[src/rtl/mem_dma_pkg.sv]
// -----------------------------------------------------------------------------
// mem_dma_pkg
// Shared definitions for the mem_dma_engine word-copy engine:
//   - memory geometry (byte capacity, word size, descriptor length width) and
//     the address/data widths derived from it
//   - dma_state_e : engine FSM states
//   - dma_desc_t  : latched transfer descriptor, which also serves as the
//                   live source/destination pointers and the remaining count
//   - word_align(): clears the byte-offset bits of an address
// The optional fill mode is controlled by the macro MEM_DMA_FILL_EN, which is
// consumed in mem_dma_engine.sv.
// -----------------------------------------------------------------------------
package mem_dma_pkg;

    localparam int CAPACITY_BYTES = 4096;
    localparam int WORD_BYTES     = 4;
    localparam int LEN_W          = 16;
    localparam int AW             = $clog2(CAPACITY_BYTES);
    localparam int DW             = 8 * WORD_BYTES;

    localparam logic [AW-1:0] WORD_OFS_MASK = AW'(WORD_BYTES - 1);
    localparam logic [AW-1:0] WORD_STEP     = AW'(WORD_BYTES);

    typedef enum logic [2:0] {
        IDLE,
        READ,
        WAIT,
        WRITE,
        FINISH
    } dma_state_e;

    typedef struct packed {
        logic [AW-1:0]    src;
        logic [AW-1:0]    dst;
        logic [LEN_W-1:0] len;
        logic             fill;
    } dma_desc_t;

    function automatic logic [AW-1:0] word_align(input logic [AW-1:0] addr);
        return addr & ~WORD_OFS_MASK;
    endfunction

endpackage

[src/rtl/mem_dma_engine.sv]
// -----------------------------------------------------------------------------
// mem_dma_engine
// Word-granular copy engine acting as initiator on one main_memory port. It
// takes a single descriptor (src, dst, length in words) and moves the words
// one by one: READ -> WAIT (RD_LATENCY cycles) -> WRITE per word, then a
// one-cycle FINISH that pulses done. Pointers wrap modulo the memory size.
//
// Optional feature: define MEM_DMA_FILL_EN to enable fill mode (fill=1 writes
// fill_value to len consecutive words at one word per cycle, with no reads).
// Without the macro, fill and fill_value are accepted but ignored.
//
// Memory geometry (capacity, word size, length width) is defined in
// mem_dma_pkg so that ports and the descriptor struct share one definition.
//
// Ports
//   clk           in   clock
//   reset         in   asynchronous, active-high reset
//   start         in   one-cycle pulse, latches the descriptor when idle
//   src_addr      in   byte address of first source word
//   dst_addr      in   byte address of first destination word
//   length_words  in   number of words to move
//   abort         in   return to idle at the next clock edge
//   fill          in   descriptor mode, 1 = fill (MEM_DMA_FILL_EN only)
//   fill_value    in   fill pattern (MEM_DMA_FILL_EN only)
//   busy          out  transfer in progress
//   done          out  one-cycle completion pulse
//   mem_address   out  byte address to the memory port
//   mem_rd_en     out  read strobe
//   mem_rd_data   in   read data, valid RD_LATENCY cycles after mem_rd_en
//   mem_wr_data   out  write data
//   mem_wr_en     out  per-byte write enables (all ones or all zeros)
// -----------------------------------------------------------------------------
module mem_dma_engine
    import mem_dma_pkg::*;
#(
    parameter int RD_LATENCY = 1
) (
    input  logic                  clk,
    input  logic                  reset,
    input  logic                  start,
    input  logic [AW-1:0]         src_addr,
    input  logic [AW-1:0]         dst_addr,
    input  logic [LEN_W-1:0]      length_words,
    input  logic                  abort,
    input  logic                  fill,
    input  logic [DW-1:0]         fill_value,
    output logic                  busy,
    output logic                  done,
    output logic [AW-1:0]         mem_address,
    output logic                  mem_rd_en,
    input  logic [DW-1:0]         mem_rd_data,
    output logic [DW-1:0]         mem_wr_data,
    output logic [WORD_BYTES-1:0] mem_wr_en
);

    localparam int               LAT_W    = (RD_LATENCY > 1) ? $clog2(RD_LATENCY) : 1;
    localparam logic [LAT_W-1:0] LAT_LAST = LAT_W'(RD_LATENCY - 1);

    dma_state_e       r_state,   w_state_nxt;
    dma_desc_t        r_desc,    w_desc_nxt;
    logic [DW-1:0]    r_data_q,  w_data_nxt;
    logic [LAT_W-1:0] r_lat_cnt, w_lat_nxt;
    logic             w_fill_req;

    logic                  r_busy;
    logic                  r_done;
    logic [AW-1:0]         r_mem_address;
    logic                  r_mem_rd_en;
    logic [DW-1:0]         r_mem_wr_data;
    logic [WORD_BYTES-1:0] r_mem_wr_en;

`ifdef MEM_DMA_FILL_EN
    assign w_fill_req = fill;
`else
    // Fill ports exist for interface compatibility only in this build.
    logic w_unused_fill;
    assign w_unused_fill = ^{fill, fill_value};
    assign w_fill_req    = 1'b0;
`endif

    // -------------------------------------------------------------------------
    // Next-state and datapath decode
    // -------------------------------------------------------------------------
    always_comb begin
        // NOTE: every signal gets a default first so no path leaves it unassigned (no latch).
        w_state_nxt = r_state;
        w_desc_nxt  = r_desc;
        w_data_nxt  = r_data_q;
        w_lat_nxt   = r_lat_cnt;

        unique case (r_state)
            IDLE: begin
                if (start) begin
                    w_desc_nxt.src  = word_align(src_addr);
                    w_desc_nxt.dst  = word_align(dst_addr);
                    w_desc_nxt.len  = length_words;
                    w_desc_nxt.fill = w_fill_req;
                    if (length_words == '0) begin
                        w_state_nxt = FINISH;
`ifdef MEM_DMA_FILL_EN
                    end else if (fill) begin
                        w_data_nxt  = fill_value;
                        w_state_nxt = WRITE;
`endif
                    end else begin
                        w_state_nxt = READ;
                    end
                end
            end
            READ: begin
                w_lat_nxt   = '0;
                w_state_nxt = WAIT;
            end
            WAIT: begin
                // Data is valid on the last latency cycle; capture it there.
                if (r_lat_cnt == LAT_LAST) begin
                    w_data_nxt  = mem_rd_data;
                    w_state_nxt = WRITE;
                end else begin
                    w_lat_nxt = r_lat_cnt + LAT_W'(1);
                end
            end
            WRITE: begin
                w_desc_nxt.src = r_desc.src + WORD_STEP;
                w_desc_nxt.dst = r_desc.dst + WORD_STEP;
                w_desc_nxt.len = r_desc.len - LEN_W'(1);
                if (r_desc.len == LEN_W'(1)) begin
                    w_state_nxt = FINISH;
                end else if (r_desc.fill) begin
                    w_state_nxt = WRITE;
                end else begin
                    w_state_nxt = READ;
                end
            end
            FINISH: begin
                w_state_nxt = IDLE;
            end
            default: begin
                w_state_nxt = IDLE;
            end
        endcase

        // Abort overrides everything except a start accepted while idle.
        if (abort && (r_state != IDLE)) begin
            w_state_nxt = IDLE;
        end
    end

    // -------------------------------------------------------------------------
    // State, descriptor and data registers
    // -------------------------------------------------------------------------
    always_ff @(posedge clk or posedge reset) begin
        if (reset) begin
            r_state   <= IDLE;
            r_desc    <= '0;
            r_data_q  <= '0;
            r_lat_cnt <= '0;
        end else begin
            // NOTE: sequential state uses non-blocking assignments so every flop samples pre-edge values.
            r_state   <= w_state_nxt;
            r_desc    <= w_desc_nxt;
            r_data_q  <= w_data_nxt;
            r_lat_cnt <= w_lat_nxt;
        end
    end

    // -------------------------------------------------------------------------
    // Registered memory-port and status outputs, decoded from the next state
    // so they line up with the state they belong to.
    // -------------------------------------------------------------------------
    always_ff @(posedge clk or posedge reset) begin
        if (reset) begin
            r_busy        <= 1'b0;
            r_done        <= 1'b0;
            r_mem_address <= '0;
            r_mem_rd_en   <= 1'b0;
            r_mem_wr_data <= '0;
            r_mem_wr_en   <= '0;
        end else begin
            r_busy      <= (w_state_nxt != IDLE);
            r_done      <= (w_state_nxt == FINISH);
            r_mem_rd_en <= (w_state_nxt == READ);
            r_mem_wr_en <= {WORD_BYTES{w_state_nxt == WRITE}};
            unique case (w_state_nxt)
                READ:    r_mem_address <= w_desc_nxt.src;
                WRITE:   r_mem_address <= w_desc_nxt.dst;
                default: r_mem_address <= '0;
            endcase
            r_mem_wr_data <= (w_state_nxt == WRITE) ? w_data_nxt : '0;
        end
    end

    assign busy        = r_busy;
    assign done        = r_done;
    assign mem_address = r_mem_address;
    assign mem_rd_en   = r_mem_rd_en;
    assign mem_wr_data = r_mem_wr_data;
    assign mem_wr_en   = r_mem_wr_en;

endmodule

[config.mk]
export PLATFORM = sky130hd
export DESIGN_NAME = mem_dma_engine
export DESIGN_NICKNAME = d
export VERILOG_FILES = /design/src/rtl/mem_dma_pkg.sv /design/src/rtl/mem_dma_engine.sv
export SDC_FILE = /design/constraint.sdc
export NUM_CORES = 1
export LEC_CHECK = 0
export ABC_AREA = 1
export BUFFER_PORTS_ARGS = -buffer_cell sky130_fd_sc_hd__buf_2
export CORE_MARGIN = 1.5
export CORE_UTILIZATION = 40
export CTS_CLUSTER_SIZE = 28
export DETAILED_ROUTE_END_ITERATION = 16
export PLACE_DENSITY = 0.68
export REMOVE_ABC_BUFFERS = 1
export SKIP_LAST_GASP = 1
export SYNTH_ARGS = -nofsm -noshare
export SYNTH_HDL_FRONTEND = slang
export SYNTH_SLANG_ARGS = --single-unit
export TNS_END_PERCENT = 5
[constraint.sdc]
create_clock -name clk -period 4.8 [get_ports clk]
set_input_delay 0.96 -clock clk [delete_from_list [all_inputs] [get_ports clk]]
set_output_delay 0.96 -clock clk [all_outputs]
set_load 0.02 [all_outputs]
==> metrics.md <==
| Metric | Value |
|---|---|
| Overflow after GRT | 0 |
| Final hold violation count | 0 |
| FMAX | between 0.3 and 0.4 GHz |
| Main flop type after synthesis | dfrtp_1 |
| Clk pwr share | 0.252 |
| Crit path kind | in2reg |
| Final setup fails | 0 |
| Row count | 45 |
| Skew-Pair Late Insertion Delay | about 0.42 ns |
| Post-Layout Cell Count | 1017 |
| Register area share after synthesis | 0.497 |
| Setup Skew | ~0.009 ns |
| Vias per cell | between 4 and 5 |
| Comb pwr share | 0.423 |
| Port bufs | 122 |
| Longest Clk Path Bufs | 2 |
| # clock sinks | between 100 and 150 |
| WP data required | roughly 5 ns |
| Worst hold path type | reg2reg |
| CP dominant cell by count | nand2_1 |
| Final HPWL DP | 9570 um |
| Placed Cells | 985 |
| Critical path cell sequence | buf_2 -> nand3_4 -> inv_2 -> nand2_1 -> nand3_4 -> nand2_8 -> inv_4 -> nand2_1 -> nand2_1 |
| Worst slew margin relative to its limit | 0.406 |
| CTS hold repair buffers | 0 |
| Power per Cell Area | 701 nW/um2 |
| Residual DRC | 0 |
| Vias in the first global route | approximately 4800 |
| Max Cap Viol | 0 |
| Worst setup SP type | input pin |
| Post-synth top cells | 179 x nand2_1, 123 x dfrtp_1, 119 x inv_1 |
| Share of post-route cells with drive strength above 1 | 0.300 |
| Postcts setup bufs | 0 |
| Routed Wire Length | 13900 um |
| Area share of the largest cell type after synthesis | 0.497 |
| Placer Congestion | 0.821 |
| Count leader, synth | nand2_1 |
| CP max FO | 33 |
| CP startpoint | start |
| P&R area growth vs syn | 20.4% |
| Boundary Pins | 160 |
| Leakage | roughly 4 nW |
| Final period util | 0.566 |
| Setup TNS Final | 0 ns |
| Pwr Total | between 5 and 6 mW |
| Syn avg cell area | slightly below 9 um2 |
| Die area | approximately 16000 um2 |
| Count of cell types in the netlist | 39 |
| Crit Reg-Reg Startpoint | r_state[2] |
| Min Tclk post-route | ~2.7 ns |
| Vias post-DR | ~4800 |
| Max-slew violation count | 0 |
| DR WL/cell | approximately 14 um |
| Post-synth EDFFs | 0 |
| First-pass GRT wire length | roughly 24000 um |
| H-tree depth | 4 |
| Post-route core utilization | 0.493 |
| Drt first pass iters | 4 |
| Ys async rst share | 1.00 |
| Top cell type by total area after synthesis | dfrtp_1 |
| YS warnings | 0 |
| Maximum vdd drop | between 0.3 and 0.4 mV |
| Critical Path Sink Type | register |
| Hold_sp | r_desc[30] |
| Ant diodes | 0 |
| Initial antenna violation count | 1 |
| Slowest cell on crit path | inv_2 |
| Critical path data arrival time | ~3.1 ns |
| Die Width | approximately 130 um |
| Resized cells post-CTS | 0 |
| Net switching power | ~2.2 mW |
| Net Sw Frac | 0.429 |
| Synthesized instance count | approximately 700 |
| Unrepaired setup endpoints after global routing | no |
| Drt initial violations | between 200 and 300 |
| Root Buffer | clkbuf_16 |
| Initial Utilization | 0.409 |
| CTS buffer count | 17 |
| Int Power | 2.99 mW |
| Total GRT Usage | 0.188 |
| Tightest Pin Transition | between 0.8 and 0.9 ns |
| Clock Pin Slew Worst Setup and Hold Paths | approximately 0.060 ns |
| Die Ht | roughly 130 um |
| Net count, final | 929 |
| Cell area after synthesis | between 6000 and 7000 um2 |
| CTS tree | yes |
| Synth area leaders | dfrtp_1 50%, nand2_1 11%, inv_1 7.2%, nor2_4 5.6%, o21ai_2 3.5% |
| Core Region | ~15000 um2 |
| CP peak stage delay | approximately 0.45 ns |
| Final ANT Viol Nets | 0 |
| Outcome | finished clean |
| Largest net degree at the start of global routing | between 70 and 80 |
| Seq pwr share | 0.325 |
| Synth Register Bits | about 120 |
==> logic make-up (layout without fill, tap and decap cells) <==
| logic type | Yosys count | count (layout) | synth area share |
|---|---|---|---|
| DFF | 123 | 123 | 0.497 |
| and+or+nand+nor | 329 | 329 | 0.277 |
| adders and majority gates | 4 | 4 | 0.00807 |
| buffers and inverters | 149 | 282 | 0.113 |
| xor gates and xnor gates | 1 | 1 | 0.00141 |
| AOI/OAI and AO/OA | 90 | 90 | 0.104 |
==> cell usage in the layout, fill, tap and decap left out, types with 3 or more instances in the layout <==
cell,n
nand2_1,179
dfrtp_1,123
buf_2,122
inv_1,118
nand3_1,42
nor2_4,31
nor2_1,31
o21ai_2,25
o21ai_0,20
clkbuf_16,17
nand4_1,16
o21ai_1,14
o211ai_1,14
nor2_2,7
nand2_4,6
clkinv_4,6
o211ai_2,5
a21oi_1,5
inv_2,4
nand2_2,4
ha_1,4
nor3_1,3
o21bai_1,3
bufinv_16,3
==> sequential cells by signal, indices dropped and copies added, names as in the netlist <==
| register | count |
|---|---|
| done | 1 |
| r_data_q | 32 |
| mem_wr_en | 1 |
| mem_rd_en | 1 |
| mem_address | 12 |
| r_desc | 40 |
| mem_wr_data | 32 |
| r_state | 3 |
| busy | 1 |
==> layer usage <==
metal	track usage	wire length, um	vias to the layer above
met2	0.305	6610	119
met3	0.0674	1100	18
met4	0.0648	201	2
li1	-	-	2429
met1	0.233	5970	2239
met5	0	11	-
==> metrics by stage <==
stage	worst slack, ns	cell area [um2]	hold slack [ns]
after floorplan	0.569	5980	0.431
after global routing	1.85	7460	0.484
after CTS	2.05	7460	0.463
after global placement	1.65	6850	0.443
after detailed placement	1.62	6850	0.447
final	2.08	7460	0.458
==> worst paths after layout <==
kind / end / slack [ns] / cells past startpoint
hold reg to reg: r_desc[30] / 0.46 / 2
hold / removal: r_desc[30] / 0.46 / 2
min in group asynchronous: mem_wr_data[4] / 0.73 / 2
max in group asynchronous: busy / 3.18 / 3
setup / recovery: mem_address[4] / 2.08 / 9
setup reg to reg: mem_address[4] / 2.30 / 9
==> worst max-delay path: cells and delay by family <==
family	cells	cell delay, ns
buffers and inverters	3	0.92
AND/OR/NAND/NOR	6	1.14
==> power groups by stage <==
| stage | sequential, mW | combinational, mW | clock (mW) |
|---|---|---|---|
| after floorplan | 1.86 | 1.50 | 0 |
| after global placement | 1.70 | 2.20 | 0 |
| after detailed placement | 1.71 | 2.24 | 0 |
| after CTS | 1.70 | 2.25 | 1.35 |
| after global routing | 1.75 | 2.52 | 1.40 |
| final | 1.70 | 2.21 | 1.32 |
==> cell type report <==
| class | instances | area, um2 |
|---|---|---|
| multi-input cells | 424 | 2420 |
| repair buffers | 124 | 626 |
| clock inverters | 13 | 168 |
| clock buffers | 19 | 443 |
| inverters | 126 | 488 |
| fillers | 1439 | 7680 |
| flip-flops and latches | 123 | 3080 |
| well taps | 188 | 235 |
No activity file was read; power rests on OpenSTA's default activity.
